## config.mk

```make
export PLATFORM = sky130hd
export DESIGN_NAME = segasys1_sndcmd_queue_flat
export DESIGN_NICKNAME = d
export VERILOG_FILES = /design/src/rtl/segasys1_sndcmd_queue_if.sv /design/src/rtl/segasys1_sndcmd_queue.sv /design/src/flat_wrapper.sv
export SDC_FILE = /design/constraint.sdc
export NUM_CORES = 1
export LEC_CHECK = 0
export ABC_AREA = 1
export CORE_AREA = 5 5 103 105
export CTS_BUF_LIST = sky130_fd_sc_hd__clkbuf_4 sky130_fd_sc_hd__clkbuf_8
export DETAILED_ROUTE_END_ITERATION = 8
export DIE_AREA = 0 0 108 110
export PLACE_DENSITY_LB_ADDON = 0.1
export SYNTH_ARGS = -nofsm -noshare
export SYNTH_HDL_FRONTEND = slang
export SYNTH_SLANG_ARGS = --single-unit
```

## constraint.sdc

```tcl
create_clock -name CLK48M -period 5.2 [get_ports CLK48M]
set_clock_uncertainty 0.1 [all_clocks]
set_input_delay 1.3 -clock CLK48M [delete_from_list [all_inputs] [get_ports CLK48M]]
set_output_delay 1.3 -clock CLK48M [all_outputs]
set_load 0.05 [all_outputs]
```

## src/rtl/segasys1_sndcmd_queue_if.sv

```systemverilog
// Sound-command bus: main-CPU push side, sound-CPU latch/NMI side.
// Latency: none (plain wires).
// Backpressure: none; the queue reports lost pushes on OVF.
interface segasys1_sndcmd_queue_if;
  logic       SNDRQ;
  logic [7:0] SNDNO;
  logic       SRD;
  logic [7:0] SDO;
  logic       SVALID;
  logic       SNMI;
  logic       OVF;

  // CPU-side view: drives requests and latch reads, observes queue state.
  modport master (
    output SNDRQ, SNDNO, SRD,
    input  SDO, SVALID, SNMI, OVF
  );

  // Queue-side view.
  modport slave (
    input  SNDRQ, SNDNO, SRD,
    output SDO, SVALID, SNMI, OVF
  );
endinterface

```

## src/rtl/segasys1_sndcmd_queue.sv

```systemverilog
// Purpose: FIFO of main-CPU sound commands with NMI pulse/retry towards the sound CPU.
// Latency: push at edge N -> SDO/SVALID after N+1, SNMI high from N+2 for NMI_CYC cycles.
// Backpressure: none; a push into a full queue is dropped (or overwrites the newest
// entry when SNDCMDQ_LOSSLESS_EN is defined) and sets sticky OVF.
module segasys1_sndcmd_queue #(
  parameter int DEPTH   = 4,
  parameter int NMI_CYC = 96,
  parameter int TMO_CYC = 48000
) (
  input  logic                   CLK48M,
  input  logic                   RESET_N,
  segasys1_sndcmd_queue_if.slave bus
);

  localparam int PW = $clog2(DEPTH);
  localparam int CW = PW + 1;
  localparam int NW = (NMI_CYC > 1) ? $clog2(NMI_CYC) : 1;
  localparam int TW = (TMO_CYC > 1) ? $clog2(TMO_CYC) : 1;

  localparam logic [CW-1:0] FULL_CNT = CW'(DEPTH);
  localparam logic [NW-1:0] NMI_LOAD = NW'(NMI_CYC - 1);
  localparam logic [TW-1:0] TMO_LAST = TW'((TMO_CYC > 0) ? TMO_CYC - 1 : 0);

  typedef enum logic [1:0] {
    IDLE     = 2'd0,
    PULSE    = 2'd1,
    WAIT_ACK = 2'd2
  } nmi_state_t;

  // FIFO storage and bookkeeping
  logic [7:0]    mem [DEPTH];
  logic [PW-1:0] wr_ptr;
  logic [PW-1:0] rd_ptr;
  logic [CW-1:0] count;
  logic          srd_q;

  // Registered outputs
  logic [7:0]    sdo_r;
  logic          svalid_r;
  logic          ovf_r;
  logic          snmi_r;

  // NMI sequencer
  nmi_state_t    state;
  nmi_state_t    state_nxt;
  logic [NW-1:0] nmi_cnt;
  logic [NW-1:0] nmi_cnt_nxt;
  logic [TW-1:0] tmo_cnt;
  logic [TW-1:0] tmo_cnt_nxt;
  logic          ack;
  logic          ack_nxt;
  logic          snmi_nxt;

  logic          pop;
  logic          full;
  logic          push_ok;
  logic          push_full;

  // A held SRD level pops once: only its rising edge counts, and only when the
  // sound CPU can see a valid byte.
  assign pop       = bus.SRD & ~srd_q & svalid_r;
  assign full      = (count == FULL_CNT);
  // A pop in the same cycle frees the slot, so a full queue still accepts.
  assign push_ok   = bus.SNDRQ & (~full | pop);
  assign push_full = bus.SNDRQ & full & ~pop;

  // Command storage; contents need no reset since SDO only reads live entries.
  always_ff @(posedge CLK48M) begin
    if (push_ok) begin
      mem[wr_ptr] <= bus.SNDNO;
    end
`ifdef SNDCMDQ_LOSSLESS_EN
    else if (push_full) begin
      // Replace the newest entry so the latest command is never lost.
      mem[wr_ptr - PW'(1)] <= bus.SNDNO;
    end
`endif
  end

  // Pointers, occupancy, overflow flag and the registered head-of-queue view.
  always_ff @(posedge CLK48M) begin
    if (!RESET_N) begin
      wr_ptr   <= '0;
      rd_ptr   <= '0;
      count    <= '0;
      srd_q    <= 1'b0;
      ovf_r    <= 1'b0;
      svalid_r <= 1'b0;
      sdo_r    <= 8'h00;
    end else begin
      srd_q <= bus.SRD;
      if (push_ok) begin
        wr_ptr <= wr_ptr + PW'(1);
      end
      if (pop) begin
        rd_ptr <= rd_ptr + PW'(1);
      end
      case ({push_ok, pop})
        2'b10:   count <= count + CW'(1);
        2'b01:   count <= count - CW'(1);
        default: count <= count;
      endcase
      if (push_full) begin
        ovf_r <= 1'b1;
      end
      // The view trails the FIFO by one edge; when the queue drains SDO keeps
      // the last byte that was handed out.
      svalid_r <= (count != '0);
      if (count != '0) begin
        sdo_r <= mem[rd_ptr];
      end
    end
  end

  // NMI sequencer state register.
  always_ff @(posedge CLK48M) begin
    if (!RESET_N) begin
      state   <= IDLE;
      nmi_cnt <= '0;
      tmo_cnt <= '0;
      ack     <= 1'b0;
      snmi_r  <= 1'b0;
    end else begin
      state   <= state_nxt;
      nmi_cnt <= nmi_cnt_nxt;
      tmo_cnt <= tmo_cnt_nxt;
      ack     <= ack_nxt;
      snmi_r  <= snmi_nxt;
    end
  end

  // NMI sequencer next-state: pulse on pending data, wait for the latch read,
  // re-pulse on timeout.
  always_comb begin
    state_nxt   = state;
    nmi_cnt_nxt = nmi_cnt;
    tmo_cnt_nxt = tmo_cnt;
    ack_nxt     = ack;
    snmi_nxt    = snmi_r;
    unique case (state)
      IDLE: begin
        // SVALID lags count by an edge; the count term stops a stale SVALID
        // right after the final pop from starting a pulse for an empty queue.
        if (svalid_r && (count != '0)) begin
          state_nxt   = PULSE;
          snmi_nxt    = 1'b1;
          nmi_cnt_nxt = NMI_LOAD;
          ack_nxt     = 1'b0;
        end
      end
      PULSE: begin
        if (nmi_cnt == '0) begin
          // Full width always served; an early read skips the wait state.
          snmi_nxt    = 1'b0;
          tmo_cnt_nxt = '0;
          ack_nxt     = 1'b0;
          state_nxt   = (ack || pop) ? IDLE : WAIT_ACK;
        end else begin
          nmi_cnt_nxt = nmi_cnt - NW'(1);
          if (pop) begin
            ack_nxt = 1'b1;
          end
        end
      end
      WAIT_ACK: begin
        if (pop) begin
          state_nxt = IDLE;
        end else if (TMO_CYC != 0) begin
          if (tmo_cnt == TMO_LAST) begin
            state_nxt   = PULSE;
            snmi_nxt    = 1'b1;
            nmi_cnt_nxt = NMI_LOAD;
            ack_nxt     = 1'b0;
          end else begin
            tmo_cnt_nxt = tmo_cnt + TW'(1);
          end
        end
      end
      default: begin
        state_nxt = IDLE;
        snmi_nxt  = 1'b0;
      end
    endcase
  end

  assign bus.SDO    = sdo_r;
  assign bus.SVALID = svalid_r;
  assign bus.SNMI   = snmi_r;
  assign bus.OVF    = ovf_r;

endmodule

```

## src/flat_wrapper.sv

```systemverilog
// flat-port wrapper written by rule: the top's interface ports become plain ports
module segasys1_sndcmd_queue_flat 
#(
  parameter int DEPTH   = 4,
  parameter int NMI_CYC = 96,
  parameter int TMO_CYC = 48000
)
  (CLK48M, RESET_N, bus_SNDRQ, bus_SNDNO, bus_SRD, bus_SDO, bus_SVALID, bus_SNMI, bus_OVF);
  segasys1_sndcmd_queue_if bus_i ();
  input  logic CLK48M;
  input  logic RESET_N;
  input wire logic [$bits(bus_i.SNDRQ)-1:0] bus_SNDRQ;
  input wire logic [$bits(bus_i.SNDNO)-1:0] bus_SNDNO;
  input wire logic [$bits(bus_i.SRD)-1:0] bus_SRD;
  output wire logic [$bits(bus_i.SDO)-1:0] bus_SDO;
  output wire logic [$bits(bus_i.SVALID)-1:0] bus_SVALID;
  output wire logic [$bits(bus_i.SNMI)-1:0] bus_SNMI;
  output wire logic [$bits(bus_i.OVF)-1:0] bus_OVF;
  assign bus_i.SNDRQ = bus_SNDRQ;
  assign bus_i.SNDNO = bus_SNDNO;
  assign bus_i.SRD = bus_SRD;
  assign bus_SDO = bus_i.SDO;
  assign bus_SVALID = bus_i.SVALID;
  assign bus_SNMI = bus_i.SNMI;
  assign bus_OVF = bus_i.OVF;
  segasys1_sndcmd_queue #(.DEPTH(DEPTH), .NMI_CYC(NMI_CYC), .TMO_CYC(TMO_CYC)) u_core (.CLK48M(CLK48M), .RESET_N(RESET_N), .bus(bus_i));
endmodule
```

Yosys cells after proc, flatten, opt, wreduce, memory -nomap -nowiden:

Memories as Yosys holds them, arrays and structs flattened. A register that Yosys moved wholly into a read port is not among the register bits.
Index checks and enable logic that the tools add are counted.
Widths: inputs -> output; s select.

* flip-flop bits (word level): 37
* memory bits (writable): 32
* output and inout port bits: 11
* logic and storage cells: 84
* memories: 1

* add/subtract/negate cells: 6
* eq/ne operators: 14
* muxes and demuxes: 29
* bitwise gates (word level): 9
* reduce and logical (&&, ||, !) cells: 14

Memories
* u_core.mem: depth 4, width 8, rd ports 1, clocked after Yosys merged registers in 1, write ports 1, RTL line segasys1_sndcmd_queue.sv:31 `logic [7:0] mem [DEPTH];`

Operator list (number)
* $mux 16: 3
* $pmux 16 s2: 1
* $mux 7: 4
* $pmux 7 s3: 1
* $add 16x1->16 const B: 1
* $eq 16x16->1 const B: 1
* $mux 1: 11
* $mux 2: 5
* $reduce_and 5->1: 2
* $reduce_and 4->1: 2
* $logic_not 7->1: 1
* $sub 7x1->7 const B: 1
* $ne 2x1->1 const B: 3
* $ne 2x2->1 const B: 3
* $ne 3x1->1 const B: 2
* $pmux 1 s3: 2
* $pmux 2 s3: 1
* $pmux 3 s2: 1
* $reduce_bool 3->1: 2
* $and 1x1->1: 5
* $add 2x1->2 const B: 2
* $eq 2x1->1 const B: 2
* $eq 2x2->1 const B: 2
* $reduce_bool 2->1: 2
* 10 further kinds: 12

Depth between registers and ports, before layout:

* depth after elaboration: 7
* gate-level depth with buffers: 11
* mapped depth without buffers: 11

Least setup slack after synthesis:

Ideal clock, no wire load.

* path kind: input port to flip-flop
* from: in bus_SRD
* to: mem u_core.mem[0][0], enable pin
* setup time: 371 ps
* data arrival time: 2336 ps
* path slack: 2394 ps
* cell stages on the path: 6
* cells stage by stage: nand2_1 > nor2_2 > nor2_1 > nor2_1 > inv_1 > nor2_1

* longest elaborated chain between the ends: 6

Ends and longest elaborated chain
* start, declared: RTL line flat_wrapper.sv:14 `input wire logic [$bits(bus_i.SRD)-1:0] bus_SRD;`
* $and 1x1->1 (2 in a row): RTL line segasys1_sndcmd_queue.sv:61 `assign pop = bus.SRD & ~srd_q & svalid_r;`
* $or 1x1->1: RTL line segasys1_sndcmd_queue.sv:64 `assign push_ok = bus.SNDRQ & (~full | pop);`
* $and 1x1->1: RTL line segasys1_sndcmd_queue.sv:64
* $mux 1: RTL line segasys1_sndcmd_queue.sv:69 `if (push_ok) begin`
* $mux 1 (not written as such): RTL line segasys1_sndcmd_queue.sv:70 `mem[wr_ptr] <= bus.SNDNO;`
* end, declared: RTL line segasys1_sndcmd_queue.sv:31

No other way between the ends.

Worst setup path in the final report:

* from: in bus_SRD
* to: mem u_core.mem[0][2], enable pin

The elaborated chain is that of the path after synthesis.

==> results.py <==
metrics = {
    "detailed_routing": {
        "wl_um": 8220,
        "route.detailed.drc": 0,
        "vias_per_cell": 4.70,
        "drtIter0Drc": 116,
        "firstDrtPassIters": 4,
        "postRouteAntennaNets": 0,
        "post_drt_wl_per_cell_um": 13.1,
        "dr_total_vias": 2949,
    },
    "critical_path": {
        "r2r-end": "u_core.tmo_cnt[10]$_SDFFE_PN0P_",
        "end_kind": "register",
        "worstReg2RegStart": "u_core.nmi_cnt[0]$_SDFFE_PN0P_",
        "crit_required_ps": 5080,
        "worstSetupStartpointType": "primary input",
        "crit_arrival_ps": 3220,
        "r2r_slack_ps": 2880,
        "cp_cell_sequence": "clkdlybuf4s50_1 -> nand2_1 -> nor2_2 -> nor2_1 -> nor2_1 -> inv_1 -> nor2_1",
        "worstPathMaxFanout": 8,
        "reg2reg_depth": 11,
        "critPathKind": "primary input to register",
        "critical-path-max-stage-delay_ps": 560,
        "critPathSlowestCell": "nor2_1",
        "crit_top_cell": "nor2_1",
        "startpoint": "bus_SRD",
    },
    "worst_hold_path": {
        "whs_endpoint": "u_core.nmi_cnt[6]$_SDFFE_PN0P_",
        "hold_path_class": "register to register",
        "hold_path_depth": 2,
        "hold_start": "u_core.nmi_cnt[6]$_SDFFE_PN0P_",
    },
    "layout": {
        "drive_gt1_frac": 0.0648,
        "area_growth_pct": 15.7,
        "final_cell_count_no_fill": 627,
        "diodes": 0,
        "fin_nets": 508,
        "multi_input_area_mm2": 0.00152,
        "layout.area.seq_mm2": 0.00186,
        "final_util": 0.449,
        "fillers": 968,
    },
    "global_routing": {
        "grt_util_met3": 0.0309,
        "use_met2": 0.240,
        "antenna_found_initial": 0,
        "grtUsageMet1": 0.195,
        "grt_use_total": 0.150,
        "grt-ovfl-total": 0,
        "grt_max_degree": 34,
        "grt_pass1_wl_um": 13800,
        "grt_pass1_vias": 2823,
        "grt_most_used_layer": "met2",
    },
    "cts": {
        "clock_latency_ps": 350,
        "clock_sinks": 77,
        "postCtsHoldBufs": 0,
        "clk_pin_slew_ps": 90,
        "post-cts-setup-buffers": 0,
        "clk_path_buf_depth": 2,
        "numCtsBuffers": 9,
        "cts.htree.levels": 3,
        "cts_tree": "done",
        "ctsRootBufferMaster": "clkbuf_8",
        "cts.repair.resized": 0,
    },
    "power_and_ir_drop": {
        "p_clk_frac": 0.348,
        "power.switching_mw": 0.492,
        "switching_share": 0.307,
        "leakage_nw": 1.69,
        "p_seq_frac": 0.446,
        "p_comb_frac": 0.206,
        "ir_worst_vdd_mv": 0.238,
        "power_mw": 1.60,
        "p_int_mw": 1.11,
        "powerDensity_mw_per_mm2": 373,
    },
    "logic_synthesis": {
        "synthArstFlopShare": 0,
        "seq_area_frac_synth": 0.503,
        "synth-edff-count": 32,
        "synthFlopType": "dfxtp_1",
        "ys_ff_latch": 77,
        "synthTopCellsByCount": "nand2_1, nor2_1, inv_1, dfxtp_1, o21ai_0",
        "synth_most_common_cell": "nand2_1",
        "yosysWarnings": 0,
        "syn_nets": 484,
        "syn_avg_cell_area_um2": 7.96,
        "synth_top_area_frac": 0.260,
        "synth_largest_area_cell": "edfxtp_1",
        "synth_cells": 465,
        "ys_top_cells_by_area": "edfxtp_1, dfxtp_1, nand2_1",
        "syn_area_mm2": 0.00370,
        "synth.distinct_cells": 35,
    },
    "sta": {
        "finalMaxSlewViolations": 0,
        "finalCritPeriodShare": 0.642,
        "fmax_mhz": 299,
        "hold_viol_final": 0,
        "relSlewSlack": 0.540,
        "hold_ws_ps": 366,
        "min_period_ps": 3340,
        "fin_setup_tns_ps": 0,
        "setup_violations": 0,
        "worst_pin_slew_ps": 687,
        "rsz0062_at_grt": "no",
    },
    "die": {
        "die_w_um": 108,
        "fp.dieArea_mm2": 0.0119,
        "core_mm2": 0.00955,
        "initial_core_util": 0.388,
        "row_count": 36,
        "io_pins": 23,
        "die_h_um": 110,
    },
    "run": {
        "drv_cap": 0,
    },
    "status": {
        "status": "finished, final reports clean",
    },
    "place": {
        "place_hpwl_um": 5910,
        "port_buffers": 22,
        "place_inst": 611,
        "place_congestion": 0.834,
    },
}
## through the flow
stage | setup slack [ps] | instance area, um^2
final | 1860 | 4290
after global routing | 1620 | 4290
after CTS | 1830 | 4290
after detailed placement | 1460 | 4040
after global placement | 1540 | 4040
after floorplan | 2390 | 3700
## cells by family (layout without fill, tap and decap cells)
logic type,after synthesis,after routing,share of synthesized area
AOI/OAI and AO/OA,80,80,0.120
xor gates and xnor gates,2,2,0.00473
adders and majority gates,7,7,0.0257
buffers and inverters,79,108,0.0862
DFF,77,77,0.503
and+or+nand+nor,220,220,0.260
## cell usage in the layout, fill, tap and decap left out, types with 3 or more instances in the layout
master and n:
ha_1 6, a21oi_1 18, nand2_2 3, dfxtp_1 45
nand2_1 86, o21bai_1 8, bufinv_16 3, clkdlybuf4s50_1 22
o22ai_1 8, clkbuf_8 9, o21ai_0 40, nand3b_1 3
inv_1 65, nor2_1 78, o21ai_1 3, nand4_1 5
edfxtp_1 32, inv_2 3, nor3_1 7, clkinvlp_4 3
nand3_1 29
## worst max-delay path by stage
stage                     slack, ps                    endpoint  cells past startpoint
final                          1860  u_core.mem[0][2]$_DFFE_PP_                      7
after global routing           1620  u_core.mem[0][2]$_DFFE_PP_                      7
after CTS                      1830  u_core.mem[0][2]$_DFFE_PP_                      7
after detailed placement       1460  u_core.mem[0][2]$_DFFE_PP_                      7
after global placement         1540  u_core.mem[0][2]$_DFFE_PP_                      7
after floorplan                2390  u_core.mem[0][0]$_DFFE_PP_                      6
## sequential cells by signal, summed over array words and instances, names as in the netlist
register,flops
u_core.ack,1
u_core.bus.OVF,1
u_core.bus.SDO,8
u_core.bus.SNMI,1
u_core.bus.SVALID,1
u_core.count,3
u_core.mem,32
u_core.nmi_cnt,7
u_core.rd_ptr,2
u_core.srd_q,1
u_core.state,2
u_core.tmo_cnt,16
u_core.wr_ptr,2
## routing by layer
layer  wire length (um)  vias to the layer above
met5                  0                        -
met2               3750                       50
met3                332                       15
met4                158                        0
li1                   -                     1557
met1               3980                     1327
## layout make-up
type | instances | area share
sequential | 77 | 0.434
multi-input combinational | 309 | 0.355
inverter | 68 | 0.0596
timing repair buffer | 24 | 0.0549
tap | 133 | 0.0388
clock buffer | 9 | 0.0289
clock inverter | 7 | 0.0283
## power by group through the flow
stage | clock (mW) | combinational (mW) | sequential (mW)
2_1_floorplan | 0 | 0.194 | 0.769
4_1_cts | 0.569 | 0.334 | 0.714
3_3_place_gp | 0 | 0.330 | 0.727
6_report | 0.557 | 0.330 | 0.713
3_5_place_dp | 0 | 0.332 | 0.727
5_1_grt | 0.595 | 0.370 | 0.721
## critical path, delay by kind of cell
family / cells / cell delay (ps)
buf+inv: 2 / 660
simple gates: 5 / 1250
No activity file was read; power rests on OpenSTA's default activity.
